## src/rtl/pipe_pkg.sv

```systemverilog
// Shared pipeline definitions: opcode classes (opcode[6:2]), dmem FSM states
// and the source-register validity helpers used by hazard and forwarding logic.
package pipe_pkg;

    localparam logic [4:0] OPC_LOAD   = 5'b00000;
    localparam logic [4:0] OPC_STORE  = 5'b01000;
    localparam logic [4:0] OPC_BRANCH = 5'b11000;
    localparam logic [4:0] OPC_JAL    = 5'b11011;
    localparam logic [4:0] OPC_JALR   = 5'b11001;
    localparam logic [4:0] OPC_LUI    = 5'b01101;
    localparam logic [4:0] OPC_AUIPC  = 5'b00101;
    localparam logic [4:0] OPC_OP     = 5'b01100;

    typedef enum logic [1:0] {
        ST_IDLE  = 2'd0,
        ST_WAIT  = 2'd1,
        ST_DONE  = 2'd2,
        ST_FAULT = 2'd3
    } pipe_state_e;

    function automatic logic rs1_valid(input logic [4:0] cls);
        return !((cls == OPC_LUI) || (cls == OPC_AUIPC) || (cls == OPC_JAL));
    endfunction

    function automatic logic rs2_valid(input logic [4:0] cls);
        return (cls == OPC_BRANCH) || (cls == OPC_OP) || (cls == OPC_STORE);
    endfunction

    function automatic logic is_mem_op(input logic [4:0] cls);
        return (cls == OPC_LOAD) || (cls == OPC_STORE);
    endfunction

endpackage

```

## src/rtl/dmem_wait_fsm.sv

```systemverilog
// Data-memory access sequencer: issues dmem_req, counts wait cycles and
// latches a sticky fatal timeout when the memory never answers.
module dmem_wait_fsm
    import pipe_pkg::*;
#(
    parameter int unsigned MEM_TIMEOUT = 64
) (
    input  logic        clock,
    input  logic        reset_n,
    input  logic        m_mem_op,
    input  logic        dmem_ready,
    output pipe_state_e state,
    output logic        dmem_req,
    output logic        mem_timeout
);

    localparam int unsigned CW = $clog2(MEM_TIMEOUT);
    localparam logic [CW-1:0] CNT_LAST = CW'(MEM_TIMEOUT - 1);

    logic [CW-1:0] wait_cnt;

    always_ff @(posedge clock or negedge reset_n) begin
        if (!reset_n) begin
            state       <= ST_IDLE;
            wait_cnt    <= '0;
            mem_timeout <= 1'b0;
        end else begin
            case (state)
                ST_IDLE: begin
                    if (m_mem_op && !dmem_ready) begin
                        state    <= ST_WAIT;
                        wait_cnt <= '0;
                    end
                end
                ST_WAIT: begin
                    if (dmem_ready) begin
                        state <= ST_DONE;
                    end else if (wait_cnt == CNT_LAST) begin
                        state       <= ST_FAULT;
                        mem_timeout <= 1'b1;
                    end
                    if (wait_cnt != CNT_LAST) begin
                        wait_cnt <= wait_cnt + 1'b1;
                    end
                end
                ST_DONE: begin
                    state <= ST_IDLE;
                end
                default: begin
                    state       <= ST_FAULT;
                    mem_timeout <= 1'b1;
                end
            endcase
        end
    end

    // DONE deliberately drops the request so the held M instruction is not re-issued
    always_comb begin
        dmem_req = ((state == ST_IDLE) && m_mem_op) || (state == ST_WAIT);
    end

endmodule

```

## src/rtl/pipeline_ctrl.sv

```systemverilog
// Hazard/stall sequencer for the 5-stage pipeline. Optional performance
// counters are enabled by defining PIPE_PERF_CNT_EN.
module pipeline_ctrl
    import pipe_pkg::*;
#(
    parameter int unsigned MEM_TIMEOUT = 64,
    parameter int unsigned CNT_W       = 32
) (
    input  logic       clock,
    input  logic       reset_n,
    input  logic [4:0] d_rs1,
    input  logic [4:0] d_rs2,
    input  logic [6:0] d_opcode,
    input  logic [4:0] x_rd,
    input  logic [6:0] x_opcode,
    input  logic       x_br_taken,
    input  logic [6:0] m_opcode,
    input  logic       dmem_ready,
    output logic       dmem_req,
    output logic       f_stall,
    output logic       d_stall,
    output logic       x_stall,
    output logic       m_stall,
    output logic       d_flush,
    output logic       x_flush,
    output logic       w_bubble,
    output logic       pc_redirect,
    output logic       mem_timeout
`ifdef PIPE_PERF_CNT_EN
    ,
    output logic [CNT_W-1:0] perf_mem_stall_cycles,
    output logic [CNT_W-1:0] perf_load_use,
    output logic [CNT_W-1:0] perf_redirects
`endif
);

    logic [4:0]  d_cls, x_cls, m_cls;
    logic        m_mem_op;
    pipe_state_e state;
    logic        mem_stall;
    logic        redirect_cond;
    logic        load_use_cond;
    logic        redirect;
    logic        load_use;
    logic        unused_opc_lsb;

    assign d_cls          = d_opcode[6:2];
    assign x_cls          = x_opcode[6:2];
    assign m_cls          = m_opcode[6:2];
    assign m_mem_op       = is_mem_op(m_cls);
    assign unused_opc_lsb = &{1'b0, d_opcode[1:0], x_opcode[1:0], m_opcode[1:0]};

    dmem_wait_fsm #(
        .MEM_TIMEOUT(MEM_TIMEOUT)
    ) u_dmem_wait_fsm (
        .clock      (clock),
        .reset_n    (reset_n),
        .m_mem_op   (m_mem_op),
        .dmem_ready (dmem_ready),
        .state      (state),
        .dmem_req   (dmem_req),
        .mem_timeout(mem_timeout)
    );

    // Priority: memory stall > control redirect > load-use bubble
    always_comb begin
        mem_stall = ((state == ST_IDLE) && m_mem_op && !dmem_ready)
                  || (state == ST_WAIT) || (state == ST_FAULT);

        redirect_cond = (x_cls == OPC_JAL) || (x_cls == OPC_JALR)
                      || ((x_cls == OPC_BRANCH) && x_br_taken);

        load_use_cond = (x_cls == OPC_LOAD) && (x_rd != 5'd0)
                      && ((rs1_valid(d_cls) && (d_rs1 == x_rd))
                       || (rs2_valid(d_cls) && (d_rs2 == x_rd)));

        redirect = !mem_stall && redirect_cond;
        load_use = !mem_stall && !redirect_cond && load_use_cond;

        f_stall     = mem_stall || load_use;
        d_stall     = mem_stall || load_use;
        x_stall     = mem_stall;
        m_stall     = mem_stall;
        w_bubble    = mem_stall;
        pc_redirect = redirect;
        d_flush     = redirect;
        x_flush     = redirect || load_use;
    end

`ifdef PIPE_PERF_CNT_EN
    always_ff @(posedge clock or negedge reset_n) begin
        if (!reset_n) begin
            perf_mem_stall_cycles <= '0;
            perf_load_use         <= '0;
            perf_redirects        <= '0;
        end else if (state != ST_FAULT) begin
            if (mem_stall) perf_mem_stall_cycles <= perf_mem_stall_cycles + 1'b1;
            if (load_use)  perf_load_use         <= perf_load_use + 1'b1;
            if (redirect)  perf_redirects        <= perf_redirects + 1'b1;
        end
    end
`else
    logic unused_cnt_w;
    assign unused_cnt_w = (CNT_W != 0);
`endif

endmodule

```

## config.mk

```make
export PLATFORM = sky130hd
export DESIGN_NAME = pipeline_ctrl
export DESIGN_NICKNAME = d
export VERILOG_FILES = /design/src/rtl/pipe_pkg.sv /design/src/rtl/dmem_wait_fsm.sv /design/src/rtl/pipeline_ctrl.sv
export SDC_FILE = /design/constraint.sdc
export NUM_CORES = 1
export LEC_CHECK = 0
export ABC_AREA = 1
export BUFFER_PORTS_ARGS = -buffer_cell sky130_fd_sc_hd__buf_2
export CAP_MARGIN = 30
export CORE_ASPECT_RATIO = 0.75
export CORE_MARGIN = 1.5
export CORE_UTILIZATION = 40
export CTS_BUF_LIST = sky130_fd_sc_hd__clkbuf_8
export DETAILED_ROUTE_END_ITERATION = 10
export GPL_ROUTABILITY_DRIVEN = 0
export PLACE_DENSITY_LB_ADDON = 0.25
export RECOVER_POWER = 100
export SLEW_MARGIN = 15
export SYNTH_ARGS = -nofsm -noshare
export SYNTH_HDL_FRONTEND = slang
export SYNTH_SLANG_ARGS = --single-unit
```

## constraint.sdc

```tcl
create_clock -name clock -period 1.2 [get_ports clock]
set_input_delay 0.06 -clock clock [delete_from_list [all_inputs] [get_ports clock]]
set_output_delay 0.06 -clock clock [all_outputs]
set_load 0.005 [all_outputs]
```

==> key figures, run 1 <==
Logic synthesis
  • Most used DFF post-synth: sky130_fd_sc_hd__dfrtp_1
  • Number of different library cells in the post-synthesis netlist: 22
  • Fraction of synthesized cell area taken by the top area cell type: 0.277
  • Number of nets produced by synthesis: 166
  • Cell count after synthesis: 125
  • Count of warnings emitted by yosys: 0
  • Number of synthesized flops with an enable pin: 0
  • Async SR Flop Fraction: 1.00
  • Count of state elements after synthesis: 9
  • Top cells by instance count after synthesis: 37 x sky130_fd_sc_hd__nand2_1, 16 x sky130_fd_sc_hd__nor2_1, 14 x sky130_fd_sc_hd__inv_1
  • Top post-synthesis cells by area: sky130_fd_sc_hd__dfrtp_1 28%, sky130_fd_sc_hd__nand2_1 17%, sky130_fd_sc_hd__nor2_1 7.4%
  • Post-synthesis cell area: 813 µm²
  • Leading cell type by number of instances after synthesis: sky130_fd_sc_hd__nand2_1
  • Avg Synthesized Cell Area: 6.51 µm²
  • Most area-hungry cell type in the Yosys netlist: sky130_fd_sc_hd__dfrtp_1
  • Portion of the post-synthesis area used by sequential elements: 0.277

Timing
  • Final critical-path required period: 1.42 ns
  • Total of endpoints with negative setup slack in the final report: 17
  • Tcrit/Tclk final: 1.18
  • Top achievable clock speed: 0.704 GHz
  • Unrepaired setup endpoints after global routing: yes
  • Post-route worst setup slack: -0.221 ns
  • Relative slew margins: 0.653
  • Final-layout worst hold slack: 0.0780 ns
  • Worst-Margin Slew: 0.520 ns
  • Max-slew violation count: 0
  • Final number of hold-violating endpoints: 0
  • Skew final: 0.00368 ns

Clock network
  • Clk_lat worst skew: 0.24 ns
  • Register clock-pin slew on the reported worst setup and hold paths: 0.05 ns
  • Total clock sinks: 9
  • Largest buffer count on any clock path: 2
  • H-tree depth: 1
  • Clock root buffer master: sky130_fd_sc_hd__clkbuf_8
  • CTS tree: done
  • Clock buffer count from CTS: 3

Setup path
  • Capturing element type of the critical path: output port
  • Critical path fanouts, max: 3
  • Worst EP required: 1.14 ns
  • WS Path Type: reg2out
  • Arrival time at the worst endpoint: 1.36 ns
  • Critical Path Source Type: register

Finish
  • Synth-to-Final Area Change: 56.6%
  • Share of layout cells above drive strength 1: 0.443
  • Final Non-Filler Cells: 205
  • Layout net count: 225
  • Number of diodes: 0
  • Number of fill cells: 158

Flow run
  • Max-cap check violation count: 0

Routing
  • DR iter-0 viols: 18
  • Wire length after detailed routing: 2420 µm
  • 1st-pass router iterations: 4
  • Overall via count from detail_route: 1018
  • Detailed-route wire length per cell: 11.8 µm
  • Average via count per standard cell: 4.97
  • Antenna Nets Post-Route: 0
  • Residual DRC count: 0

Power
  • Peak VDD IR: 472 µV
  • Total leakage power: 0.683 nW
  • Power per cell area: 635 nW/µm²

Floorplanning
  • Total I/O pin count: 50
  • Die Y-Extent: 42.1 µm
  • Die Width: 55.1 µm
  • Initial Util: 0.446
  • Core outline area: 1820 µm²
  • # rows: 13
  • Area of the die: 2320 µm²

Place
  • HPWL reported at the end of detailed placement: 1760 µm
  • Placed Cells incl. Taps: 191
  • Number of buffer cells added on primary ports: 42

GRT
  • Maximum number of pins on one net before global-route repair: 10
  • Initial antenna violation count: 0
  • Number of global-route vias before repair: 954
  • Residual overflow from global routing: 0
  • First-pass GRT wire length: 3860 µm
  • Overall routing resource usage: 0.236

Outcome
  • Failing checks: setup timing
  • Result of the run: complete, but fails checks

Worst hold path
  • Class of the most critical hold timing path: in2reg
==> power by group <==
group	switching (mW)	internal, mW
clock	0.135	0.224
sequential	0.00117	0.305
combinational	0.0724	0.0715
==> cell usage in the layout, fill, tap and decap left out, types with 4 or more instances in the layout <==
cell type                  n
sky130_fd_sc_hd__buf_2    36
sky130_fd_sc_hd__buf_4    13
sky130_fd_sc_hd__buf_6     6
sky130_fd_sc_hd__dfrtp_1   9
sky130_fd_sc_hd__inv_1    13
sky130_fd_sc_hd__inv_2     5
sky130_fd_sc_hd__nand2_1  32
sky130_fd_sc_hd__nand2_2   6
sky130_fd_sc_hd__nand3_1   9
sky130_fd_sc_hd__nor2_1   16
sky130_fd_sc_hd__o21ai_2   4
sky130_fd_sc_hd__xnor2_1   4
sky130_fd_sc_hd__xor2_1    5
==> worst max-delay path: stages (launching register included) <==
cell	delay [ns]
sky130_fd_sc_hd__dfrtp_1	0.37
sky130_fd_sc_hd__inv_2	0.06
sky130_fd_sc_hd__nand4_1	0.12
sky130_fd_sc_hd__o21ai_2	0.23
sky130_fd_sc_hd__nor2_1	0.08
sky130_fd_sc_hd__nand2_1	0.09
sky130_fd_sc_hd__nand2_1	0.06
sky130_fd_sc_hd__buf_2	0.12
==> area by class of cell <==
cell class / count / area (µm²) / share of cell area
multi-input cells: 95 / 549 / 0.431
flip-flops and latches: 9 / 225 / 0.177
clock inverters: 1 / 3.75 / 0.00295
well taps: 22 / 27.5 / 0.0216
repair buffers: 58 / 363 / 0.285
clock buffers: 3 / 41.3 / 0.0324
inverters: 17 / 63.8 / 0.0501
==> timing repair <==
| item | in CTS | in global routing |
|---|---|---|
| endpoints found under the hold margin | 9 | 0 |
| pin swaps | 10 | 10 |
| gates resized for setup | 11 | 6 |
| hold buffers | 1 | 0 |
| endpoints found under the setup margin | 15 | 17 |
| buffers inserted | 4 | 6 |
==> stage by stage <==
stage	worst slack [ns]	TNS [ns]	util	area, µm²	total power [mW]
4_1_cts	-0.224	-1.98	0.672	1220	0.812
3_3_place_gp	-0.0228	-0.0538	0.602	1100	0.444
3_5_place_dp	-0.0593	-0.268	0.602	1100	0.450
2_1_floorplan	0.00487	0	-	845	0.368
6_report	-0.221	-2.25	0.699	1270	0.809
5_1_grt	-0.323	-3.61	0.699	1270	0.863
==> registers in the layout, summed over array words and instances (netlist names) <==
name and count:
u_dmem_wait_fsm.mem_timeout 1, u_dmem_wait_fsm.state 2, u_dmem_wait_fsm.wait_cnt 6
==> per-layer routing <==
metal | GRT usage | share of wire | vias to the layer above
met5 | 0 | 0 | -
met4 | 0.122 | 0.031 | 0
met3 | 0.0536 | 0.036 | 8
met2 | 0.405 | 0.52 | 31
met1 | 0.262 | 0.42 | 472
li1 | - | - | 507
==> logic make-up (layout without fill, tap and decap cells) <==
| kind of cell | Yosys count | count (layout) | synth area share |
|---|---|---|---|
| AOI/OAI and AO/OA | 11 | 11 | 0.0815 |
| xor gates and xnor gates | 9 | 9 | 0.0969 |
| adders and majority gates | 1 | 1 | 0.0154 |
| buffers and inverters | 21 | 79 | 0.115 |
| DFF | 9 | 9 | 0.277 |
| and+or+nand+nor | 74 | 74 | 0.414 |
==> path summary, 6_finish.rpt <==
kind                            cells after the start  slack, ns                                 endpoint                                    start
max in group asynchronous                           2       0.55  u_dmem_wait_fsm.wait_cnt[3]$_DFFE_PN0P_                                  reset_n
min in group asynchronous                           2       0.30     u_dmem_wait_fsm.state[1]$_DFFE_PN0P_                                  reset_n
worst min register to register                      1       0.50  u_dmem_wait_fsm.mem_timeout$_DFFE_PN0P_  u_dmem_wait_fsm.mem_timeout$_DFFE_PN0P_
worst max register to register                      8      -0.14  u_dmem_wait_fsm.mem_timeout$_DFFE_PN0P_     u_dmem_wait_fsm.state[1]$_DFFE_PN0P_
worst max-delay path                                7      -0.22                                  d_stall     u_dmem_wait_fsm.state[1]$_DFFE_PN0P_
worst min-delay path                                2       0.08     u_dmem_wait_fsm.state[0]$_DFFE_PN0P_                               dmem_ready
No activity file was read; power rests on OpenSTA's default activity.
==> inputs of run 2 (changes only) <==
--- a/config.mk
+++ b/config.mk
@@ -7,10 +7,10 @@
 export LEC_CHECK = 0
 export ABC_AREA = 1
 export BUFFER_PORTS_ARGS = -buffer_cell sky130_fd_sc_hd__buf_2
-export CAP_MARGIN = 30
+export CAP_MARGIN = 20
 export CORE_ASPECT_RATIO = 0.75
 export CORE_MARGIN = 1.5
-export CORE_UTILIZATION = 40
+export CORE_UTILIZATION = 30
 export CTS_BUF_LIST = sky130_fd_sc_hd__clkbuf_8
 export DETAILED_ROUTE_END_ITERATION = 10
 export GPL_ROUTABILITY_DRIVEN = 0
==> run 2 against run 1 <==
The flow still finishes with violations (setup timing). Total power is essentially flat. Critical path depth is the same. Clock skew grew 0.0019 ns. Critical endpoint unchanged. Largest cell class unchanged. Highest routed layer is now met3.
==> key figures, run 2 (synthesis results as in run 1) <==
Clock network
  • H-tree depth: 1
  • Largest buffer count on any clock path: 2
  • Register clock-pin slew on the reported worst setup and hold paths: 0.05 ns
  • Clk_lat worst skew: 0.24 ns
  • Clock root buffer master: sky130_fd_sc_hd__clkbuf_8
  • Clock buffer count from CTS: 3
  • Total clock sinks: 9
  • CTS tree: done

Place
  • Area after detailed placement: 1140 µm²
  • Number of buffer cells added on primary ports: 42
  • Placed Cells incl. Taps: 208
  • HPWL reported at the end of detailed placement: 1810 µm

Timing
  • Final critical-path required period: 1.38 ns
  • Post-route worst setup slack: -0.178 ns
  • Total of endpoints with negative setup slack in the final report: 16
  • Final number of hold-violating endpoints: 0
  • Max-slew violation count: 0
  • Top achievable clock speed: 0.726 GHz
  • Skew final: 0.00558 ns
  • Final total negative setup slack: -1.91 ns
  • Relative slew margins: 0.667
  • Unrepaired setup endpoints after global routing: yes
  • Tcrit/Tclk final: 1.15
  • Worst-Margin Slew: 0.500 ns
  • Final-layout worst hold slack: 0.0532 ns

Finish
  • Number of diodes: 0
  • Most used cells in the layout excluding fill and tap cells: 34 x sky130_fd_sc_hd__buf_2, 30 x sky130_fd_sc_hd__nand2_1, 16 x sky130_fd_sc_hd__nor2_1
  • Synth-to-Final Area Change: 69.8%
  • Layout net count: 226
  • Number of fill cells: 251
  • Post-route cell area: 1380 µm²
  • Share of layout cells above drive strength 1: 0.489
  • Final Non-Filler Cells: 220
  • Flip-flop count of the largest register after layout: 6
  • Biggest register: u_dmem_wait_fsm.wait_cnt
  • Largest regs: u_dmem_wait_fsm.wait_cnt x6, u_dmem_wait_fsm.state x2, u_dmem_wait_fsm.mem_timeout x1
  • Most common cell after layout, fill and taps aside: sky130_fd_sc_hd__buf_2

Setup path
  • Arrival time at the worst endpoint: 1.32 ns
  • Capturing element type of the critical path: output port
  • Critical Path Source Type: register
  • Critical path fanouts, max: 3
  • Worst EP required: 1.14 ns
  • WS Path Type: reg2out

Routing
  • 1st-pass router iterations: 4
  • Antenna Nets Post-Route: 0
  • Wire length after detailed routing: 2390 µm
  • Detailed-route wire length per cell: 10.9 µm
  • Average via count per standard cell: 4.40
  • Overall via count from detail_route: 968
  • DR iter-0 viols: 32
  • Residual DRC count: 0

Floorplanning
  • Area of the die: 3040 µm²
  • Initial Util: 0.315
  • Total I/O pin count: 50
  • # rows: 16
  • Die Y-Extent: 48.1 µm
  • Die Width: 63.1 µm
  • Core outline area: 2580 µm²

GRT
  • Maximum number of pins on one net before global-route repair: 10
  • Overall routing resource usage: 0.168
  • Residual overflow from global routing: 0
  • Number of global-route vias before repair: 895
  • First-pass GRT wire length: 3850 µm
  • Initial antenna violation count: 0

Flow run
  • Max-cap check violation count: 0

Power
  • Power per cell area: 586 nW/µm²
  • Peak VDD IR: 487 µV
  • Total leakage power: 0.696 nW

Outcome
  • Failing checks: setup timing
  • Result of the run: complete, but fails checks

Worst hold path
  • Class of the most critical hold timing path: in2reg
[run 2: cell count changes in the layout (fill, tap and decap cells not counted), sizes merged]
cell / before / now
inv: 18 / 17
clkinv: 0 / 1
buf: 55 / 56
[run 2: power by group]
| group | internal (mW) | leakage [nW] | switching [mW] |
|---|---|---|---|
| combinational | 0.0715 | 0.571 | 0.0714 |
| sequential | 0.305 | 0.0994 | 0.00107 |
| clock | 0.227 | 0.0255 | 0.133 |
[run 2: through the flow]
stage               setup slack [ns]   util  power [mW]
floorplan                    0.00487      -       0.368
global placement             -0.0232  0.440       0.446
detailed placement           -0.0601  0.440       0.451
CTS                           -0.214  0.500       0.816
global route                  -0.275  0.535       0.857
finish                        -0.178  0.535       0.809
[run 2: worst max-delay path: stages (launching register included)]
cell and delay (ns):
sky130_fd_sc_hd__dfrtp_1 0.36, sky130_fd_sc_hd__inv_2 0.06, sky130_fd_sc_hd__nand4_1 0.12, sky130_fd_sc_hd__o21ai_2 0.21
sky130_fd_sc_hd__nor2_1 0.06, sky130_fd_sc_hd__nand2_1 0.08, sky130_fd_sc_hd__nand2_1 0.07, sky130_fd_sc_hd__buf_2 0.13
[run 2: worst paths after layout]
path                                                               from                                       to  slack [ns]  depth (start not counted)
worst max-delay path               u_dmem_wait_fsm.state[1]$_DFFE_PN0P_                                  d_stall       -0.18                          7
worst min-delay path                                         dmem_ready     u_dmem_wait_fsm.state[0]$_DFFE_PN0P_        0.05                          2
worst max register to register  u_dmem_wait_fsm.wait_cnt[1]$_DFFE_PN0P_  u_dmem_wait_fsm.wait_cnt[1]$_DFFE_PN0P_       -0.12                          7
worst min register to register  u_dmem_wait_fsm.mem_timeout$_DFFE_PN0P_  u_dmem_wait_fsm.mem_timeout$_DFFE_PN0P_        0.47                          1
max in group asynchronous                                       reset_n     u_dmem_wait_fsm.state[1]$_DFFE_PN0P_        0.56                          2
min in group asynchronous                                       reset_n  u_dmem_wait_fsm.wait_cnt[2]$_DFFE_PN0P_        0.30                          2
[run 2: per-layer routing]
metal / vias to the layer above / track usage / part of all wire
li1: 508 / - / -
met1: 438 / 0.208 / 0.47
met2: 22 / 0.311 / 0.49
met3: 0 / 0.0439 / 0.040
met4: 0 / 0.0311 / 0
met5: - / 0 / 0
[run 2: area by class of cell]
type / instances / area (µm²) / area share
Tap cell: 36 / 45.0 / 0.0326
Multi-Input combinational cell: 95 / 602 / 0.436
Clock buffer: 3 / 41.3 / 0.0299
Sequential cell: 9 / 225 / 0.163
Timing Repair Buffer: 59 / 394 / 0.285
Clock inverter: 1 / 5.00 / 0.00362
Inverter: 17 / 68.8 / 0.0498
[run 2: what timing repair did]
item                                    CTS  global route
hold buffers                              1             0
setup buffers                             5             4
hold endpoints to repair                  9             0
endpoints found under the setup margin   15            18
pin swaps                                 9            13
gates resized for setup                  15            20
